File: src/rtl/inst_realigner.sv
// Fetch-side RV32C realigner: turns a stream of 32-bit fetch words into one
// architectural instruction per handshake, stitching 32-bit instructions that straddle words.
module inst_realigner #(
    parameter logic [31:0] RESET_PC = 32'h0000_0000
) (
    input  logic        clk,
    input  logic        reset_n,
    input  logic        flush,
    input  logic [31:0] flush_pc,
    input  logic        fetch_valid,
    input  logic [31:0] fetch_data,
    output logic        fetch_ready,
    output logic        inst_valid,
    input  logic        inst_ready,
    output logic [31:0] inst_data,
    output logic [31:0] inst_pc,
    output logic        inst_compressed,
    output logic        inst_straddle
);

    typedef enum logic [1:0] {
        EMPTY,
        LO,
        HI
    } state_t;

    state_t      state;
    state_t      state_next;
    logic [31:0] buf_q;
    logic [31:0] buf_next;
    logic [31:0] pc_q;
    logic [31:0] pc_next;
    logic        start_hi;
    logic        start_hi_next;
    logic        lo_comp;
    logic        hi_comp;

    assign lo_comp = (buf_q[1:0] != 2'b11);
    assign hi_comp = (buf_q[17:16] != 2'b11);

    // During reset every output is forced quiet, including the PC.
    assign inst_pc = reset_n ? pc_q : 32'h0;

    always_comb begin
        fetch_ready     = 1'b0;
        inst_valid      = 1'b0;
        inst_data       = 32'h0;
        inst_compressed = 1'b0;
        inst_straddle   = 1'b0;
        state_next      = state;
        buf_next        = buf_q;
        pc_next         = pc_q;
        start_hi_next   = start_hi;

        if (flush) begin
            state_next    = EMPTY;
            pc_next       = flush_pc & ~32'h1;
            start_hi_next = flush_pc[1];
        end else if (reset_n) begin
            case (state)
                EMPTY: begin
                    fetch_ready = 1'b1;
                    if (fetch_valid) begin
                        buf_next      = fetch_data;
                        state_next    = start_hi ? HI : LO;
                        start_hi_next = 1'b0;
                    end
                end

                LO: begin
                    inst_valid = 1'b1;
                    if (lo_comp) begin
                        inst_data       = {16'h0, buf_q[15:0]};
                        inst_compressed = 1'b1;
                        if (inst_ready) begin
                            pc_next    = pc_q + 32'd2;
                            state_next = HI;
                        end
                    end else begin
                        inst_data   = buf_q;
                        fetch_ready = inst_ready;
                        if (inst_ready) begin
                            pc_next = pc_q + 32'd4;
                            if (fetch_valid) begin
                                buf_next = fetch_data;
                            end else begin
                                state_next = EMPTY;
                            end
                        end
                    end
                end

                // A non-compressed upper half is completed straight from the incoming word.
                HI: begin
                    fetch_ready = inst_ready;
                    if (hi_comp) begin
                        inst_valid      = 1'b1;
                        inst_data       = {16'h0, buf_q[31:16]};
                        inst_compressed = 1'b1;
                        if (inst_ready) begin
                            pc_next = pc_q + 32'd2;
                            if (fetch_valid) begin
                                buf_next   = fetch_data;
                                state_next = LO;
                            end else begin
                                state_next = EMPTY;
                            end
                        end
                    end else if (fetch_valid) begin
                        inst_valid    = 1'b1;
                        inst_data     = {fetch_data[15:0], buf_q[31:16]};
                        inst_straddle = 1'b1;
                        if (inst_ready) begin
                            buf_next = fetch_data;
                            pc_next  = pc_q + 32'd4;
                        end
                    end
                end

                default: begin
                    state_next = EMPTY;
                end
            endcase
        end
    end

    always_ff @(posedge clk) begin
        if (!reset_n) begin
            state    <= EMPTY;
            pc_q     <= RESET_PC & ~32'h1;
            start_hi <= RESET_PC[1];
            buf_q    <= 32'h0;
        end else begin
            state    <= state_next;
            pc_q     <= pc_next;
            start_hi <= start_hi_next;
            buf_q    <= buf_next;
        end
    end

endmodule

File: config.mk
export PLATFORM = sky130hd
export DESIGN_NAME = inst_realigner
export DESIGN_NICKNAME = d
export VERILOG_FILES = /design/src/rtl/inst_realigner.sv
export SDC_FILE = /design/constraint.sdc
export NUM_CORES = 1
export LEC_CHECK = 0
export BUFFER_PORTS_ARGS = -buffer_cell sky130_fd_sc_hd__buf_4
export CAP_MARGIN = 20
export CORE_ASPECT_RATIO = 0.9
export CORE_MARGIN = 3
export CORE_UTILIZATION = 35
export DETAILED_ROUTE_END_ITERATION = 10
export HOLD_SLACK_MARGIN = 0.1
export PLACE_DENSITY = 0.63
export SYNTH_ARGS = -nofsm -noshare
export SYNTH_HDL_FRONTEND = slang
export SYNTH_SLANG_ARGS = --single-unit
File: constraint.sdc
create_clock -name clk -period 5.4 [get_ports clk]
set_input_delay 0.81 -clock clk [delete_from_list [all_inputs] [get_ports clk]]
set_output_delay 0.81 -clock clk [all_outputs]
set_load 0.02 [all_outputs]
==> impl_metrics.ini, run 1 <==
[outcome]
status = finished, final reports clean

[yosys]
synth_top_area_share_pct = 33.92
synth_area_leaders = dfxtp_1, a22o_1, and2_1
synthAdderAreaFrac_pct = 1.927
synth_top_family_by_area = compound AO/OA/AOI/OAI gates
synthArstFlopShare_pct = 0
synth_area_um2 = 3895
synth_ff_type = dfxtp_1
synth_edf_count = 0
yosys_warnings = 0
synth-simple-area-share_pct = 23.35
muxShareOfSynthArea_pct = 0.8031
synth_seq_area_share_pct = 33.92
synth_fp_nets = 560
synthDistinctLibCells = 57
syn_inst = 485
ys_seq_elements = 66
synth_xor_area_share_pct = 4.272
synth_compound_area_share_pct = 30.04
synth_top_cell_by_area = dfxtp_1
synth.avg_cell_area_um2 = 8.031

[setup_path]
required_ns = 4.59
crit_path_start_kind = flip-flop
cp_cell_sequence = inv_1, ha_1, and3_1, o21ai_0, a211oi_1, buf_4
crit_type = flip-flop to output pin
arrival_ns = 3.04
cp_max_fo = 24
r2r_slack_ns = 2.08
slowest_delay_ns = 0.80
crit_path_end_kind = output pin
crit_path_top_delay_cell = and3_1

[drt]
viasPerCell = 5.384
drt_wl_total_um = 11950
drc = 0
highest_layer = met4
met2_length_um = 5766
wl_per_cell_um = 16.06
via_count = 4006
antenna_left = 0
drtIter0Drc = 272
met3_length_um = 484
firstDrtPassIters = 5
wl_met1_um = 5481

[pwr]
ir_drop_uv = 143.8
power.static_leakage_nw = 2.065
power_density_nw_per_um2 = 255.6

[cts]
clock_latency_ns = 0.33
path_clk_slew_ns = 0.05
cts_buffers = 9
cts_tree = built
cts-root-buf = clkbuf_16
cts-resized-gates = 0
ctsHoldBuffers = 0
cts.htree.levels = 3
cts.sinks = 66
clock_path_buffers = 2
post-cts-setup-buffers = 0

[floorplan]
fp-row-count = 35
core_region_area_um2 = 10550
initial_core_util_pct = 36.91
die_h_um = 106.1
die_x_um = 117.2
die-area_um2 = 12430
io_pins = 137

[hold_path]
hold_class = flip-flop to flip-flop

[timing]
finClkSkew_ns = 0.006810
min_period_ns = 3.848
slew_headroom_pct = 36.68
setup-violations-final = 0
fin_crit_sh_pct = 71.27
slew_violations = 0
max_freq_ghz = 0.2598
tns_ns = 0
rsz0062_at_grt = false
fin_ws_ns = 1.552
worst_pin_slew_ns = 0.9499
finalHoldViolations = 0

[placement]
dp_slack_ns = 1.901
io_buffer_count = 134
hpwlAfterDp_um = 8434
place.gp.congestion = 0.8000
post_dp_cell_area_um2 = 4932

[grt]
grt_overflow = 0
grt_use_total_pct = 19.39
grt_max_degree = 70
grt_first_pass_wirelength_um = 19450
antenna_found_initial = 0
grt_pass1_vias = 3977

[run]
drv_cap = 0

[layout]
area_growth_pct = 34.82
drive_gt1_share_pct = 27.01
antenna_cells = 0
n_fill_cell = 1039
nets = 666
finalInstanceArea_um2 = 5251
-- layer usage --
layer  vias to the layer above  GRT usage (%)
li1                       1995              -
met1                      1899          25.26
met2                        98          31.54
met3                        14          3.643
met4                         0          7.125
met5                         -              0
-- state kept, by name (all words and copies together) (netlist names) --
signal / flops
buf_q: 32
pc_q: 31
start_hi: 1
state: 2
-- kinds of logic (layout without fill, tap and decap cells) --
| kind of cell | after synthesis | in the layout |
|---|---|---|
| AND/OR/NAND/NOR | 172 | 172 |
| flip-flops | 66 | 66 |
| XOR/XNOR | 19 | 19 |
| multiplexers | 3 | 3 |
| adder cells (fa/ha/maj) | 6 | 6 |
| other | 1 | 1 |
| buffers and inverters | 52 | 163 |
| AO/OA/AOI/OAI | 166 | 166 |
-- area by class of cell --
cell class                 instances  area, µm²  share of cell area [%]
tap                              148      185.2                   3.526
sequential                        66       1321                   25.16
inverter                           8      30.03                  0.5718
multi-input combinational        367       2360                   44.94
timing repair buffer             139       1051                   20.01
clock inverter                     6      65.06                   1.239
clock buffer                      10      239.0                   4.551
-- critical path, delay by kind of cell, from the launching register on --
kind,cells,cell delay [ns]
flops,1,0.33
buf+inv,2,0.28
simple gates,1,0.80
fa+ha+maj,1,0.78
compound gates,2,0.50
-- final timing paths --
kind                              start                    end  cells after the start
hold reg to reg   buf_q[2]$_SDFFE_PN0P_  buf_q[2]$_SDFFE_PN0P_                      1
setup reg to reg  state[1]$_SDFFE_PP0P_  pc_q[25]$_SDFFE_PN0P_                      7
setup / recovery  state[1]$_SDFFE_PP0P_            fetch_ready                      6
hold / removal    buf_q[2]$_SDFFE_PN0P_  buf_q[2]$_SDFFE_PN0P_                      1
-- cell usage in the layout, fill, tap and decap left out, drive strengths merged, types with 3 or more instances in the layout --
master	count
nand2b	7
nor2	38
a21oi	24
nand3	16
inv	9
clkbuf	10
o21ai	37
and4	4
o21a	3
and2	37
or3	4
nor3	4
a2111oi	4
ha	6
dfxtp	66
a22oi	30
nor2b	6
nand4	6
a31oi	8
buf	139
a211oi	5
nor4	7
xnor2	18
clkinv	3
a22o	33
and3	6
nand2	29
-- report_power, final --
part	total [W]	internal, W	leakage, nW	switching, W
combinational	0.000197	0.0000965	1.37	0.000100
clock	0.000596	0.000370	0.149	0.000225
sequential	0.000550	0.000518	0.543	0.0000316
-- through the flow --
step / util [%] / total power (W) / std cells / hold WS (ns)
2_1_floorplan: - / 0.0006701 / 485 / 0.4428
3_3_place_gp: 46.73 / 0.0007506 / 727 / 0.4563
3_5_place_dp: 46.73 / 0.0007552 / 727 / 0.4587
4_1_cts: 49.61 / 0.001360 / 743 / 0.4741
5_1_grt: 49.76 / 0.001409 / 744 / 0.4893
6_report: 49.76 / 0.001342 / 744 / 0.4751
-- Yosys cell counts, types with 8 or more instances --
master,instances
dfxtp_1,66
nor2_1,38
and2_1,37
o21ai_0,36
clkbuf_1,35
a22o_1,33
a22oi_1,30
nand2_1,29
a21oi_1,24
xnor2_1,18
nand3_1,16
a31oi_1,8
No activity file was read; power rests on OpenSTA's default activity.
==> run 2: changes to the inputs <==
- ABC_AREA: unset -> 1
- PLACE_DENSITY: 0.63 -> 0.62
- clock period: 5.4 -> 3.4 ns (I/O delays scaled with it)
==> run 2 against run 1 <==
  * Sequential cell count unchanged
  * Cell count increased by 77%
  * Clock-buffer cell count increased by 3
  * Clock skew about the same
  * Combinational power increased to 3.5 times the previous value
  * Non-clock buffer count increased by 9
  * Core utilization decreased by 4.8 points
  * Global-route usage increased by 3.6 points
  * Critical path type unchanged
  * Largest cell class unchanged
==> impl_metrics.ini, run 2 <==
[outcome]
status = finished, final reports clean

[floorplan]
fp-row-count = 43
initial_core_util_pct = 36.41
core_region_area_um2 = 15710
die_h_um = 127.3
die-area_um2 = 17920
io_pins = 137
die_x_um = 140.8

[drt]
drc = 0
drt_wl_total_um = 21100
firstDrtPassIters = 5
via_count = 7095
viasPerCell = 5.387
antenna_left = 0
drtIter0Drc = 694
wl_per_cell_um = 16.02

[yosys]
synth_ff_type = dfxtp_1
synth_fp_nets = 1087
synth.avg_cell_area_um2 = 5.653
synth_top_cell_by_area = dfxtp_1
synthTopCellsByCount = nand2_1, inv_1, a21oi_1, nor2_1, o21ai_0
yosys_warnings = 0
syn_inst = 1012
synthDistinctLibCells = 38
synth_most_common_cell = nand2_1
synth_top_area_share_pct = 23.10
ys_seq_elements = 66
synthArstFlopShare_pct = 0
synth_seq_area_share_pct = 23.10
synth_area_leaders = dfxtp_1, nand2_1, a21oi_1
synth_edf_count = 0
synth_area_um2 = 5720

[timing]
whs_ns = 0.3603
finalHoldViolations = 0
slew_headroom_pct = 51.67
rsz0062_at_grt = false
worst_pin_slew_ns = 0.7232
finClkSkew_ns = 0.006473
min_period_ns = 2.905
setup-violations-final = 0
slew_violations = 0
max_freq_ghz = 0.3442
tns_ns = 0
fin_crit_sh_pct = 85.44

[setup_path]
required_ns = 2.89
cpMostUsedCell = inv_1
cp_max_fo = 16
crit_path_end_kind = output pin
crit_path_start_kind = flip-flop
crit_buf_inv = 4
crit_type = flip-flop to output pin
crit_path_top_delay_cell = inv_1
r2r_slack_ns = 0.84
crit_start = state[1]$_SDFFE_PP0P_
r2r_start = state[0]$_SDFFE_PP0P_
path_delay_family = buffers and inverters
slowest_delay_ns = 0.52
cp_cell_sequence = inv_1, ha_1, nand2_1, inv_1, nand2_1, inv_1, a21oi_1, nor2_1, buf_4
arrival_ns = 2.39

[layout]
final_common_cell = nand2_1
n_fill_cell = 1734
finalInstanceArea_um2 = 7069
largest_reg_flops = 32
antenna_cells = 0
reg_top3 = buf_q x32, pc_q x31, state x2
nets = 1185
area_growth_pct = 23.58
final_cell_mix = nand2_1, buf_4, inv_1, nor2_1, a21oi_1
top_register = buf_q
drive_gt1_share_pct = 16.23

[cts]
ctsHoldBuffers = 0
cts.sinks = 66
clock_latency_ns = 0.35
clock_path_buffers = 2
cts-root-buf = clkbuf_16
path_clk_slew_ns = 0.06
cts_tree = built
cts_buffers = 9
cts-resized-gates = 0
cts.htree.levels = 3
post-cts-setup-buffers = 0

[hold_path]
hold_start = flush_pc[22]
hold_class = input pin to flip-flop

[grt]
grt_first_pass_wirelength_um = 33510
grt_pass1_vias = 6335
grt_max_degree = 67
grt_use_total_pct = 22.97
grt_overflow = 0
antenna_found_initial = 0

[placement]
io_buffer_count = 134
hpwlAfterDp_um = 14400
post_dp_cell_area_um2 = 6804
place.gp.congestion = 0.9643

[pwr]
ir_drop_uv = 254.6
finalPower_w = 0.002504
power.static_leakage_nw = 3.148
power_density_nw_per_um2 = 354.2

[run]
drv_cap = 0
==> run 2: cell count changes after synthesis, sizes merged, moves of 10 or more <==
cell / delta
a21oi: +89
a22o: -33
and2: -36
buf: +19
inv: +112
nand2: +234
nand3: +26
nor2: +81
o211ai: +35
o21ai: +79
o22ai: +10
xnor2: -17
==> run 2: power breakdown <==
| group | leakage [nW] | internal (W) | switching, W |
|---|---|---|---|
| Combinational | 2.47 | 0.000254 | 0.000441 |
| Sequential | 0.542 | 0.000843 | 0.0000844 |
| Clock | 0.133 | 0.000511 | 0.000371 |
==> run 2: routing by layer <==
layer / wire length, µm / GRT usage (%) / vias to the layer above
met2: 8837 / 33.22 / 294
met3: 1826 / 3.743 / 19
met4: 216 / 5.128 / 0
met1: 10220 / 35.52 / 3251
met5: 0 / 0 / -
li1: - / - / 3531
==> run 2: per-stage QoR <==
step,instances,setup WS (ns),util [%]
finish,1317,0.4951,45.00
global route,1317,0.2995,45.00
CTS,1317,0.4980,45.00
detailed placement,1301,0.8313,43.31
global placement,1301,0.8520,43.31
floorplan,1012,1.160,-
==> run 2: path summary, 6_finish.rpt <==
| path | endpoint | depth (start not counted) |
|---|---|---|
| setup / recovery | inst_data[31] | 9 |
| hold / removal | pc_q[22]$_SDFFE_PN0P_ | 3 |
| setup reg to reg | pc_q[18]$_SDFFE_PN0P_ | 12 |
| hold reg to reg | buf_q[6]$_SDFFE_PN0P_ | 2 |
==> run 2: worst reg2reg max path: cells and delay by family, from the launching register on <==
kind / cells / cell delay (ns)
AND/OR/NAND/NOR: 6 / 1.07
buffers and inverters: 4 / 0.58
adder cells (fa/ha/maj): 1 / 0.37
flip-flops: 1 / 0.33
AO/OA/AOI/OAI: 1 / 0.11
==> run 2: final cells by class <==
class / instances / area (µm²) / share of cell area, %
multi-input cells: 763 / 3661 / 51.79
inverters: 122 / 457.9 / 6.478
well taps: 202 / 252.7 / 3.575
clock inverters: 3 / 15.01 / 0.2124
clock buffers: 13 / 250.2 / 3.540
flip-flops and latches: 66 / 1321 / 18.69
repair buffers: 148 / 1111 / 15.72
==> run 2: cells by family after synthesis <==
group | after synthesis | share of synthesized area (%)
AOI/OAI and AO/OA | 305 | 30.03
other | 1 | 0.06555
xor gates and xnor gates | 5 | 0.7655
and+or+nand+nor | 446 | 31.71
buffers and inverters | 183 | 13.01
adders and majority gates | 6 | 1.312
DFF | 66 | 23.10
==> run 3: changes to the inputs <==
- PLACE_DENSITY: 0.62 -> unset
- clock period: 3.4 -> 2.7 ns (I/O delays scaled with it)
==> run 3 against run 2 <==
  * Die area did not move
  * Register-to-register slack got worse by 0.55 ns
  * Combinational power increased by 27%
  * Routed wire length is 0.69% lower
  * Core utilization increased by 0.69 points
  * Total power grew 34%
  * First-iteration DRC count fell by 15%
  * Final area grew 1.5%
  * Sequential cell count stayed put
  * Global-route usage up 0.16 points
  * Largest cell class unchanged
  * Highest routed layer unchanged
==> impl_metrics.ini, run 3 (same netlist as run 2, synthesis figures left out) <==
[setup_path]
crit_type = flip-flop to output pin
slowest_delay_ns = 0.35
crit_path_top_delay_cell = dfxtp_1
crit_path_end_kind = output pin
cp_max_fo = 33
arrival_ns = 2.14
required_ns = 2.30
cp_cell_sequence = inv_1, ha_1, clkinv_1, nor2_1, inv_2, a21oi_1, buf_4
crit_path_start_kind = flip-flop

[drt]
wl_per_cell_um = 15.83
via_count = 7007
antenna_left = 0
drt_wl_total_um = 20960
drtIter0Drc = 587
firstDrtPassIters = 5
drc = 0
viasPerCell = 5.292

[cts]
clock_path_buffers = 2
cts.sinks = 66
ctsHoldBuffers = 0
cts_tree = built
clock_latency_ns = 0.34
cts.htree.levels = 3
path_clk_slew_ns = 0.06
cts-resized-gates = 0
cts-root-buf = clkbuf_16
cts_buffers = 9
post-cts-setup-buffers = 0

[grt]
grt_pass1_vias = 6413
antenna_found_initial = 0
grt_max_degree = 67
grt_first_pass_wirelength_um = 33780
grt_overflow = 0
grt_use_total_pct = 23.13

[timing]
setup-violations-final = 0
finClkSkew_ns = 0.005885
fin_crit_sh_pct = 94.38
min_period_ns = 2.548
tns_ns = 0
max_freq_ghz = 0.3924
slew_headroom_pct = 43.05
slew_violations = 0
finalHoldViolations = 0
rsz0062_at_grt = false
worst_pin_slew_ns = 0.8511

[layout]
instances_no_fill = 1324
antenna_cells = 0
n_fill_cell = 1778
final_cell_mix = nand2_1, buf_4, inv_1, nor2_1, a21oi_1
area_growth_pct = 25.48
largest_reg_flops = 32
reg_top3 = buf_q x32, pc_q x31, state x2
top_register = buf_q
drive_gt1_share_pct = 16.67
finalInstanceArea_um2 = 7178
final_common_cell = nand2_1
nets = 1192

[floorplan]
io_pins = 137
die_h_um = 127.3
die-area_um2 = 17920
initial_core_util_pct = 36.41
die_x_um = 140.8
fp-row-count = 43
core_region_area_um2 = 15710

[outcome]
status = finished, final reports clean

[placement]
place.gp.congestion = 0.9130
hpwlAfterDp_um = 14720
io_buffer_count = 134
post_dp_cell_area_um2 = 6864
dp_cells = 1308

[pwr]
ir_drop_uv = 300.8
power_density_nw_per_um2 = 465.9
finalPower_w = 0.003344
power.static_leakage_nw = 3.204

[run]
drv_cap = 0

[hold_path]
hold_class = input pin to flip-flop
[run 3: changes by cell type in the layout (fill, tap and decap cells not counted)]
cell	previous run	this run
a21oi_2	1	0
bufinv_16	0	2
clkinv_2	3	0
a21oi_4	0	1
clkbuf_1	3	4
buf_4	148	155
[run 3: final timing paths]
kind / start / endpoint / slack (ns) / depth (start not counted)
worst max-delay path: state[0]$_SDFFE_PP0P_ / inst_data[0] / 0.15 / 7
worst min-delay path: flush_pc[31] / pc_q[31]$_SDFFE_PN0P_ / 0.26 / 3
worst max register to register: state[0]$_SDFFE_PP0P_ / pc_q[18]$_SDFFE_PN0P_ / 0.29 / 11
worst min register to register: buf_q[12]$_SDFFE_PN0P_ / buf_q[12]$_SDFFE_PN0P_ / 0.48 / 2
[run 3: through the flow]
stage / setup WS [ns] / hold WS [ns] / util (%)
6_report: 0.1518 / 0.2601 / 45.69
5_1_grt: 0.03188 / 0.2514 / 45.69
4_1_cts: 0.1894 / 0.2521 / 45.69
3_5_place_dp: 0.2906 / 0.4721 / 43.69
3_3_place_gp: 0.2761 / 0.4731 / 43.69
2_1_floorplan: 0.5833 / 0.4579 / -
[run 3: layout make-up]
type	instances	area, µm²	area share [%]
Multi-Input combinational cell	763	3669	51.11
Sequential cell	66	1321	18.41
Clock buffer	14	254.0	3.538
Clock inverter	2	60.06	0.8367
Tap cell	202	252.7	3.521
Inverter	122	457.9	6.380
Timing Repair Buffer	155	1164	16.21
[run 3: layer usage]
metal | GRT usage [%] | up-vias | part of all wire [%]
met1 | 35.35 | 3175 | 50
met2 | 33.39 | 260 | 41
met3 | 4.603 | 25 | 7.7
met4 | 5.014 | 0 | 1.2
met5 | 0 | - | 0
li1 | - | 3547 | -
[run 3: power by group]
group	switching, W	leakage, nW	internal (W)
registers	0.000107	0.542	0.00106
clock network	0.000456	0.151	0.000836
logic	0.000556	2.51	0.000328
total	0.00112	3.20	0.00223
[run 3: critical path, delay by kind of cell (launching register included)]
kind | cells | cell delay, ns
AND/OR/NAND/NOR | 1 | 0.15
buffers and inverters | 4 | 0.64
flip-flops | 1 | 0.35
adder cells (fa/ha/maj) | 1 | 0.32
AO/OA/AOI/OAI | 1 | 0.32
